$ cat config.mk
export PLATFORM = sky130hd
export DESIGN_NAME = mem_mmio
export DESIGN_NICKNAME = d
export VERILOG_FILES = /design/src/rtl/mem_mmio.sv
export SDC_FILE = /design/constraint.sdc
export NUM_CORES = 2
export LEC_CHECK = 0
export CORE_ASPECT_RATIO = 1.1
export CORE_UTILIZATION = 60
export CTS_BUF_LIST = sky130_fd_sc_hd__clkbuf_2
export DETAILED_ROUTE_END_ITERATION = 6
export GPL_ROUTABILITY_DRIVEN = 0
export PLACE_DENSITY_LB_ADDON = 0.2
export SYNTH_ARGS = -nofsm -noshare
export SYNTH_HDL_FRONTEND = slang
export SYNTH_SLANG_ARGS = --single-unit
$ cat constraint.sdc
create_clock -name clk -period 7.7 [get_ports clk]
set_clock_uncertainty 0.05 [all_clocks]
set_input_delay 1.54 -clock clk [delete_from_list [all_inputs] [get_ports clk]]
set_output_delay 1.54 -clock clk [all_outputs]
set_load 0.1 [all_outputs]
$ cat src/rtl/mem_mmio.sv
// Memory-mapped subsystem: word RAM, LED register, free-running cycle counter and a byte TX FIFO
// with sticky overflow / bad-address status flags.
module mem_mmio #(
   parameter int unsigned RAM_WORDS  = 64,
   parameter int unsigned FIFO_DEPTH = 8
) (
   input  logic        clk,
   input  logic        reset,
   input  logic        MemWrite,
   input  logic [31:0] Adr,
   input  logic [31:0] WriteData,
   output logic [31:0] ReadData,
   output logic [7:0]  led,
   output logic        tx_valid,
   output logic [7:0]  tx_data,
   input  logic        tx_ready
);

   localparam int unsigned RamAw = (RAM_WORDS > 1) ? $clog2(RAM_WORDS) : 1;
   localparam int unsigned PtrW  = (FIFO_DEPTH > 1) ? $clog2(FIFO_DEPTH) : 1;
   localparam logic [3:0]  FullCount = 4'(FIFO_DEPTH);
   localparam logic [PtrW-1:0] LastPtr = PtrW'(FIFO_DEPTH - 1);

   localparam logic [29:0] LedWord    = 30'h2000_0000;
   localparam logic [29:0] CycleWord  = 30'h2000_0001;
   localparam logic [29:0] TxWord     = 30'h2000_0002;
   localparam logic [29:0] StatusWord = 30'h2000_0003;

   logic [31:0] ram [RAM_WORDS];
   logic [7:0]  fifo_q [FIFO_DEPTH];

   logic [7:0]      led_q, led_d;
   logic [31:0]     cycle_q, cycle_d;
   logic [PtrW-1:0] wr_ptr_q, wr_ptr_d, rd_ptr_q, rd_ptr_d;
   logic [3:0]      count_q, count_d;
   logic            ovf_q, ovf_d, bad_q, bad_d;

   logic [29:0]      word;
   logic [RamAw-1:0] ram_idx;
   logic             sel_ram, sel_led, sel_cycle, sel_tx, sel_status, sel_none;
   logic             push, pop, push_ok, ovf_set, empty, full;
   logic [31:0]      status;
   logic             unused_adr;

   assign word       = Adr[31:2];
   assign ram_idx    = Adr[RamAw+1:2];
   assign unused_adr = ^Adr[1:0];

   assign sel_ram    = (word < 30'(RAM_WORDS));
   assign sel_led    = (word == LedWord);
   assign sel_cycle  = (word == CycleWord);
   assign sel_tx     = (word == TxWord);
   assign sel_status = (word == StatusWord);
   assign sel_none   = ~(sel_ram | sel_led | sel_cycle | sel_tx | sel_status);

   assign empty    = (count_q == 4'd0);
   assign full     = (count_q == FullCount);
   assign tx_valid = ~empty;
   assign tx_data  = fifo_q[rd_ptr_q];
   assign led      = led_q;
   assign status   = {24'b0, count_q, bad_q, ovf_q, empty, full};

   assign push    = MemWrite & sel_tx;
   assign pop     = tx_valid & tx_ready;
   // A pop in the same cycle frees the slot, so a full FIFO still accepts the push.
   assign push_ok = push & (~full | pop);
   assign ovf_set = push & full & ~pop;

   function automatic logic [PtrW-1:0] ptr_inc(input logic [PtrW-1:0] p);
      return (p == LastPtr) ? '0 : p + PtrW'(1);
   endfunction

   always_comb begin
      led_d    = led_q;
      cycle_d  = cycle_q + 32'd1;
      wr_ptr_d = wr_ptr_q;
      rd_ptr_d = rd_ptr_q;
      count_d  = count_q;
      if (MemWrite && sel_led) led_d = WriteData[7:0];
      if (pop) rd_ptr_d = ptr_inc(rd_ptr_q);
      if (push_ok) wr_ptr_d = ptr_inc(wr_ptr_q);
      case ({push_ok, pop})
         2'b10:   count_d = count_q + 4'd1;
         2'b01:   count_d = count_q - 4'd1;
         default: count_d = count_q;
      endcase
      // Set wins over write-1-to-clear.
      ovf_d = (ovf_q & ~(MemWrite & sel_status & WriteData[2])) | ovf_set;
      bad_d = (bad_q & ~(MemWrite & sel_status & WriteData[3])) | (MemWrite & sel_none);
   end

   always_ff @(posedge clk) begin
      if (!reset) begin
         led_q    <= 8'd0;
         cycle_q  <= 32'd0;
         wr_ptr_q <= '0;
         rd_ptr_q <= '0;
         count_q  <= 4'd0;
         ovf_q    <= 1'b0;
         bad_q    <= 1'b0;
      end else begin
         led_q    <= led_d;
         cycle_q  <= cycle_d;
         wr_ptr_q <= wr_ptr_d;
         rd_ptr_q <= rd_ptr_d;
         count_q  <= count_d;
         ovf_q    <= ovf_d;
         bad_q    <= bad_d;
      end
   end

   // Storage arrays are not reset; RAM survives reset, FIFO slots are dead once pointers clear.
   always_ff @(posedge clk) begin
      if (reset && MemWrite && sel_ram) ram[ram_idx] <= WriteData;
      if (reset && push_ok) fifo_q[wr_ptr_q] <= WriteData[7:0];
   end

   always_comb begin
      ReadData = 32'd0;
      if (sel_ram)         ReadData = ram[ram_idx];
      else if (sel_led)    ReadData = {24'b0, led_q};
      else if (sel_cycle)  ReadData = cycle_q;
      else if (sel_status) ReadData = status;
   end

endmodule
### Yosys cells after proc, flatten, opt, wreduce, memory -nomap -nowiden

Memory sizes are Yosys's and may differ from the RTL's. A register that Yosys moved wholly into a read port is not among the register bits.
Index checks and enable logic that the tools add are counted.

* memories: 2
* output and inout bits: 49
* flip-flop bits (word level): 52
* memory bits (writable): 2112
* word-level logic and storage cells: 67
* bits of input ports: 68

Memories
* ram: depth 64, bits a word 32, rd ports 1, clocked after memory_dff 0, wr ports 1, RTL line 29 `logic [31:0] ram [RAM_WORDS];`
* fifo_q: depth 8, bits a word 8, rd ports 1, clocked after memory_dff 1, wr ports 1, RTL line 30 `logic [7:0] fifo_q [FIFO_DEPTH];`

* multiplexer cells: 13
* order comparisons: 1
* add/subtract/negate cells: 5
* equality and inequality tests: 9
* bitwise operators: 24
* reduce and logical (&&, ||, !) cells: 6

Operators with widths (count)
* $eq 30x30->1 const B: 4
* $mux 32: 3
* $add 32x1->32 const B: 1
* $lt 30x7->1 const B: 1
* $mux 3: 4
* $and 1x1->1: 11
* $mux 8: 1
* $pmux 4 s2: 1
* $or 1x1->1: 7
* $add 3x1->3 const B: 2
* $eq 3x3->1 const B: 2
* $not 1->1: 6
* $add 4x1->4 const B: 1
* $eq 4x4->1 const B: 1
* $logic_and 1x1->1: 4
* $logic_not 4->1: 1
* $mux 1: 4
* $sub 4x1->4 const B: 1
* $eq 2x1->1 const B: 1
* $eq 2x2->1 const B: 1
* $reduce_bool 2->1: 1

### Depth between registers and ports, before layout

* word-level depth: 8
* gate-level depth with buffers: 12

### Least setup slack after synthesis

OpenSTA, ideal clock, no wires.

* path kind: input -> output
* start: in Adr[3]
* end: out ReadData[24]
* data arrival time: 5210 ps
* buffers on the path: 4
* cell stages on the path: 10
* slack: 900 ps
* cells stage by stage: buf_2 -> buf_6 -> nor2_2 -> clkbuf_1 -> buf_2 -> a22oi_1 -> o22a_1 -> nor2_1 -> a31oi_1 -> o32ai_1

* longest elaborated chain between the ends: 4
* elaborated cells between the ends (all ways): 7
* classes of those cells: 1 x order compare; 2 x eq/ne; 3 x mux; 1 x memory

RTL lines
* from (decl): RTL line 10 `input logic [31:0] Adr,`
* branches (longest 3 deep; another with $lt 30x7->1)
* $mux 32 *: RTL line 120 `if (sel_ram) ReadData = ram[ram_idx];`
* to (decl): RTL line 12 `output logic [31:0] ReadData,`

Every way passes the cells marked *.

### Final worst setup path

* start: in Adr[4]
* end: out ReadData[28]

Same word-level chain as after synthesis.

==> impl_metrics.csv <==
group,metric,value,unit
setup_path,regToRegEndpoint,"count_q[3]$_SDFFE_PN0P_",
grt,first_global_vias,51300,
yosys,flops_latches_synth,2167,
status,status,"finished, violations left",
power,power.internal,16.2,mW
clock_tree,cts_hold_buf,0,
cells_and_area,instances_no_fill,7437,
sta,layout_min_cycle_time,7.38,ns
power,power.total,21.6,mW
sta,timing.fmax,135,MHz
clock_tree,clk_latency,1.78,ns
yosys,synthDominantAreaCellType,"sky130_fd_sc_hd__edfxtp_1",
placement,placed_cells,6580,
cells_and_area,flow.area_growth_from_synthesis,10.9,%
yosys,synth_adder_area_share,0.00128,
clock_tree,postCtsResizedCells,0,
clock_tree,numClockSinks,2167,
yosys,largest_family_of_logic_cells_by_synthesized_area,"multiplexers",
setup_path,critical_path.endpoint_type,"output port",
setup_path,crit-reg2reg-launch,"count_q[1]$_SDFFE_PN0P_",
sta,final_min_period_over_clock_period,0.959,
setup_path,cpMaxStageDelayCell,"sky130_fd_sc_hd__nor2b_4",
yosys,dominantRegCellSynth,"sky130_fd_sc_hd__edfxtp_1",
status,failed_checks,"design-rule violations",
sta,grt_setup_unrepaired,"no",
yosys,synth_area_per_cell,17.9,um2
clock_tree,clock_tree_from_tritoncts,"done",
routing,route.detailed.drc,5,
sta,whs,0.310,ns
floorplan,initial_core_utilization,0.606,
setup_path,worst_ep_arrival_time,5.79,ns
grt,maximum_number_of_pins_on_one_net_before_global_route_repair,93,
floorplan,design.core.area,138000,um2
sta,timing_worst_slew_pin_value,1.43,ns
routing,via_count,53400,
routing,route.antenna.remaining_nets,0,
power,power.share.combinational,0.068,
flow_run,max_cap_viol_count,0,
cells_and_area,final_layout_size_suffix_gt1_frac,0.265,
yosys,yosys-top-cells-area,"sky130_fd_sc_hd__edfxtp_1 (76%), sky130_fd_sc_hd__mux2i_1 (3.7%), sky130_fd_sc_hd__mux4_2 (3.4%), sky130_fd_sc_hd__a221oi_1 (2.5%), sky130_fd_sc_hd__mux2_2 (1.9%)",
sta,relSlewSlack,0.0446,
grt,grtUsageTotal,0.393,
sta,timing.final.hold_violations,0,
cells_and_area,fillers,9438,
setup_path,cpMostUsedCell,"sky130_fd_sc_hd__buf_4",
routing,avg_vias_per_cell,7.18,
floorplan,boundaryPins,117,
yosys,seq_area_frac_synth,0.768,
yosys,synth_compound_gate_area_share,0.0864,
power,share_clk_of_total_power,0.334,
placement,dpl.hpwl,163000,um
clock_tree,cts_made_buffers,533,
floorplan,die-height,394,um
clock_tree,cts.root.buffer_cell,"sky130_fd_sc_hd__clkbuf_2",
yosys,synthArstFlopShare,0,
floorplan,die_area,141000,um2
setup_path,cp.required,6.11,ns
floorplan,placementRows,143,
sta,report.final.setup_viol,0,
setup_path,timing.setup.critical_path_class,"input port to output port",
clock_tree,clkTransAtPathRegs,0.11,ns
worst_hold_path,min_to,"ram[21][7]$_DFFE_PP_",
yosys,mux_cell_area_share_after_synthesis,0.0907,
power,p_leak,30.9,nW
grt,overflow,0,
yosys,synth_simple_gate_area_frac,0.0299,
routing,routed_wirelength,278000,um
yosys,synthDominantCellAreaShare,0.755,
clock_tree,post-cts-setup-buffers,0,
grt,grt_antenna_before_repair,17,
yosys,syn-cell-area,84000,um2
placement,placed_cell_area,88800,um2
yosys,warnings_synthesis,0,
setup_path,timing.critical_path.cells,"buf_8, nor2b_4, buf_4, buf_4, a221oi_1, o22a_1, o21ai_0, a21oi_1, a221oi_1, buf_4, buf_12",
routing,route.detailed.wl_per_inst,37.4,um
setup_path,crit_fanout,47,
clock_tree,htree_levels,6,
worst_hold_path,worstHoldPathCells,2,
yosys,synth_enable_flop_cells,2112,
sta,report.final.slew_viol_count,0,
sta,setup_total_negative_slack,0,ns
yosys,syn-instance-count,4700,
power,total_switching_power,5.48,mW
routing,first_iter_violations,9840,
cells_and_area,final_area,93200,um2
power,power_density,232,nW/um2
placement,numPortBuffers,114,
setup_path,rrSetupSlack,4.92,ns
yosys,synth-xor-area-share,0.00323,
setup_path,timing.reg2reg.worst_path_depth,11,
worst_hold_path,timing.hold.worst.class,"input port to flip-flop",
clock_tree,cts_max_path_buffers,4,
worst_hold_path,min_from,"WriteData[7]",
power,seq_power_share,0.598,
grt,first_pass_grt_wire_length,381000,um
routing,drt_first_pass_iters,7,
yosys,synth.net_count,4776,
floorplan,die_w,359,um
power,sw_frac_of_total,0.253,
setup_path,critPathLaunchType,"input port",
setup_path,cp_slowest_stage_delay,1.00,ns
cells_and_area,finish.net_count,5379,
yosys,synth.lib_cells_used.distinct,75,
power,ir_drop,0.190,mV
## Yosys cell counts, types with 7 or more instances
| master | count |
|---|---|
| sky130_fd_sc_hd__a21oi_1 | 153 |
| sky130_fd_sc_hd__a221o_1 | 24 |
| sky130_fd_sc_hd__a221oi_1 | 243 |
| sky130_fd_sc_hd__a222oi_1 | 10 |
| sky130_fd_sc_hd__a22o_1 | 40 |
| sky130_fd_sc_hd__a22oi_1 | 174 |
| sky130_fd_sc_hd__a31oi_1 | 13 |
| sky130_fd_sc_hd__and2_1 | 11 |
| sky130_fd_sc_hd__and3_1 | 11 |
| sky130_fd_sc_hd__buf_1 | 34 |
| sky130_fd_sc_hd__buf_2 | 117 |
| sky130_fd_sc_hd__buf_4 | 47 |
| sky130_fd_sc_hd__buf_6 | 19 |
| sky130_fd_sc_hd__clkbuf_1 | 98 |
| sky130_fd_sc_hd__dfxtp_1 | 55 |
| sky130_fd_sc_hd__edfxtp_1 | 2112 |
| sky130_fd_sc_hd__ha_1 | 7 |
| sky130_fd_sc_hd__mux2_2 | 143 |
| sky130_fd_sc_hd__mux2i_1 | 311 |
| sky130_fd_sc_hd__mux4_2 | 128 |
| sky130_fd_sc_hd__nand2_1 | 144 |
| sky130_fd_sc_hd__nand2b_1 | 7 |
| sky130_fd_sc_hd__nand3_1 | 48 |
| sky130_fd_sc_hd__nand4_1 | 13 |
| sky130_fd_sc_hd__nor2_1 | 274 |
| sky130_fd_sc_hd__nor2b_1 | 9 |
| sky130_fd_sc_hd__nor3_1 | 16 |
| sky130_fd_sc_hd__nor4_1 | 16 |
| sky130_fd_sc_hd__o2111ai_1 | 7 |
| sky130_fd_sc_hd__o211ai_1 | 8 |
| sky130_fd_sc_hd__o21ai_0 | 139 |
| sky130_fd_sc_hd__o221ai_1 | 21 |
| sky130_fd_sc_hd__o22a_1 | 14 |
| sky130_fd_sc_hd__o22ai_1 | 111 |
| sky130_fd_sc_hd__o2bb2ai_1 | 8 |
| sky130_fd_sc_hd__xnor2_1 | 8 |
| sky130_fd_sc_hd__xor2_1 | 23 |
## layout by cell type, fill, tap and decap left out, types with 67 or more instances in the layout
| master | netlist | layout |
|---|---|---|
| sky130_fd_sc_hd__mux4_2 | 128 | 128 |
| sky130_fd_sc_hd__a221oi_1 | 243 | 243 |
| sky130_fd_sc_hd__o21ai_0 | 139 | 139 |
| sky130_fd_sc_hd__mux2_2 | 143 | 143 |
| sky130_fd_sc_hd__buf_4 | 47 | 249 |
| sky130_fd_sc_hd__nor2_4 | 0 | 67 |
| sky130_fd_sc_hd__nor2_1 | 274 | 206 |
| sky130_fd_sc_hd__a22oi_1 | 174 | 174 |
| sky130_fd_sc_hd__a21oi_1 | 153 | 153 |
| sky130_fd_sc_hd__clkbuf_2 | 0 | 742 |
| sky130_fd_sc_hd__o22ai_1 | 111 | 111 |
| sky130_fd_sc_hd__clkinv_1 | 0 | 75 |
| sky130_fd_sc_hd__mux2i_1 | 311 | 311 |
| sky130_fd_sc_hd__nand2_1 | 144 | 143 |
| sky130_fd_sc_hd__edfxtp_1 | 2112 | 2112 |
## stage by stage
step / setup WS (ns) / util
5_1_grt: 0.420 / 0.673
3_5_place_dp: 0.593 / 0.641
4_1_cts: 0.584 / 0.673
6_report: 0.318 / 0.673
2_1_floorplan: 0.900 / -
3_3_place_gp: 0.562 / 0.641
## logic make-up after synthesis
| logic type | Yosys count |
|---|---|
| AOI/OAI and AO/OA | 1011 |
| muxes | 583 |
| buffers and inverters | 324 |
| DFF | 2167 |
| and+or+nand+nor | 576 |
| xor gates and xnor gates | 31 |
| adders and majority gates | 8 |
## power groups by stage
stage	registers, mW	logic [mW]	clock network, mW
finish	12.9	1.47	7.24
global route	12.9	1.48	7.82
CTS	12.9	1.42	7.24
detailed placement	13.2	1.41	0
global placement	13.2	1.39	0
floorplan	13.2	0.738	0
## area by class of cell
type / count / area (um2) / share of cell area
sequential: 2167 / 64500 / 0.692
antenna: 8 / 20.0 / 0.000215
timing repair buffer: 384 / 3610 / 0.0387
tap: 1812 / 2270 / 0.0243
inverter: 8 / 37.5 / 0.000403
clock buffer: 742 / 3710 / 0.0399
multi-input combinational: 2209 / 18400 / 0.197
clock inverter: 107 / 636 / 0.00682
## registers in the layout (all words and copies together), names as in the netlist, named ones only
signal / cells
ram: 2048
led: 8
cycle_q: 32
rd_ptr_q: 3
count_q: 4
ovf_q: 1
wr_ptr_q: 3
fifo_q: 64
bad_q: 1
## worst max-delay path by stage
stage	from	to	slack, ns	cells after the start
3_3_place_gp	Adr[6]	ReadData[29]	0.56	8
5_1_grt	Adr[6]	ReadData[29]	0.42	8
4_1_cts	Adr[6]	ReadData[29]	0.58	8
2_1_floorplan	Adr[3]	ReadData[24]	0.90	10
6_report	Adr[4]	ReadData[28]	0.32	11
3_5_place_dp	Adr[6]	ReadData[29]	0.59	8
## critical path: cells and delay by family
kind | cells | cell delay [ns]
buffers and inverters | 5 | 1.42
AO/OA/AOI/OAI | 5 | 1.70
AND/OR/NAND/NOR | 1 | 1.00
## routing by layer
| metal | global-route usage | routed length, um |
|---|---|---|
| met5 | 0 | 88 |
| met4 | 0.261 | 21100 |
| met3 | 0.118 | 41500 |
| met2 | 0.575 | 124000 |
| met1 | 0.510 | 91500 |
(Power assumes the default switching activity.)
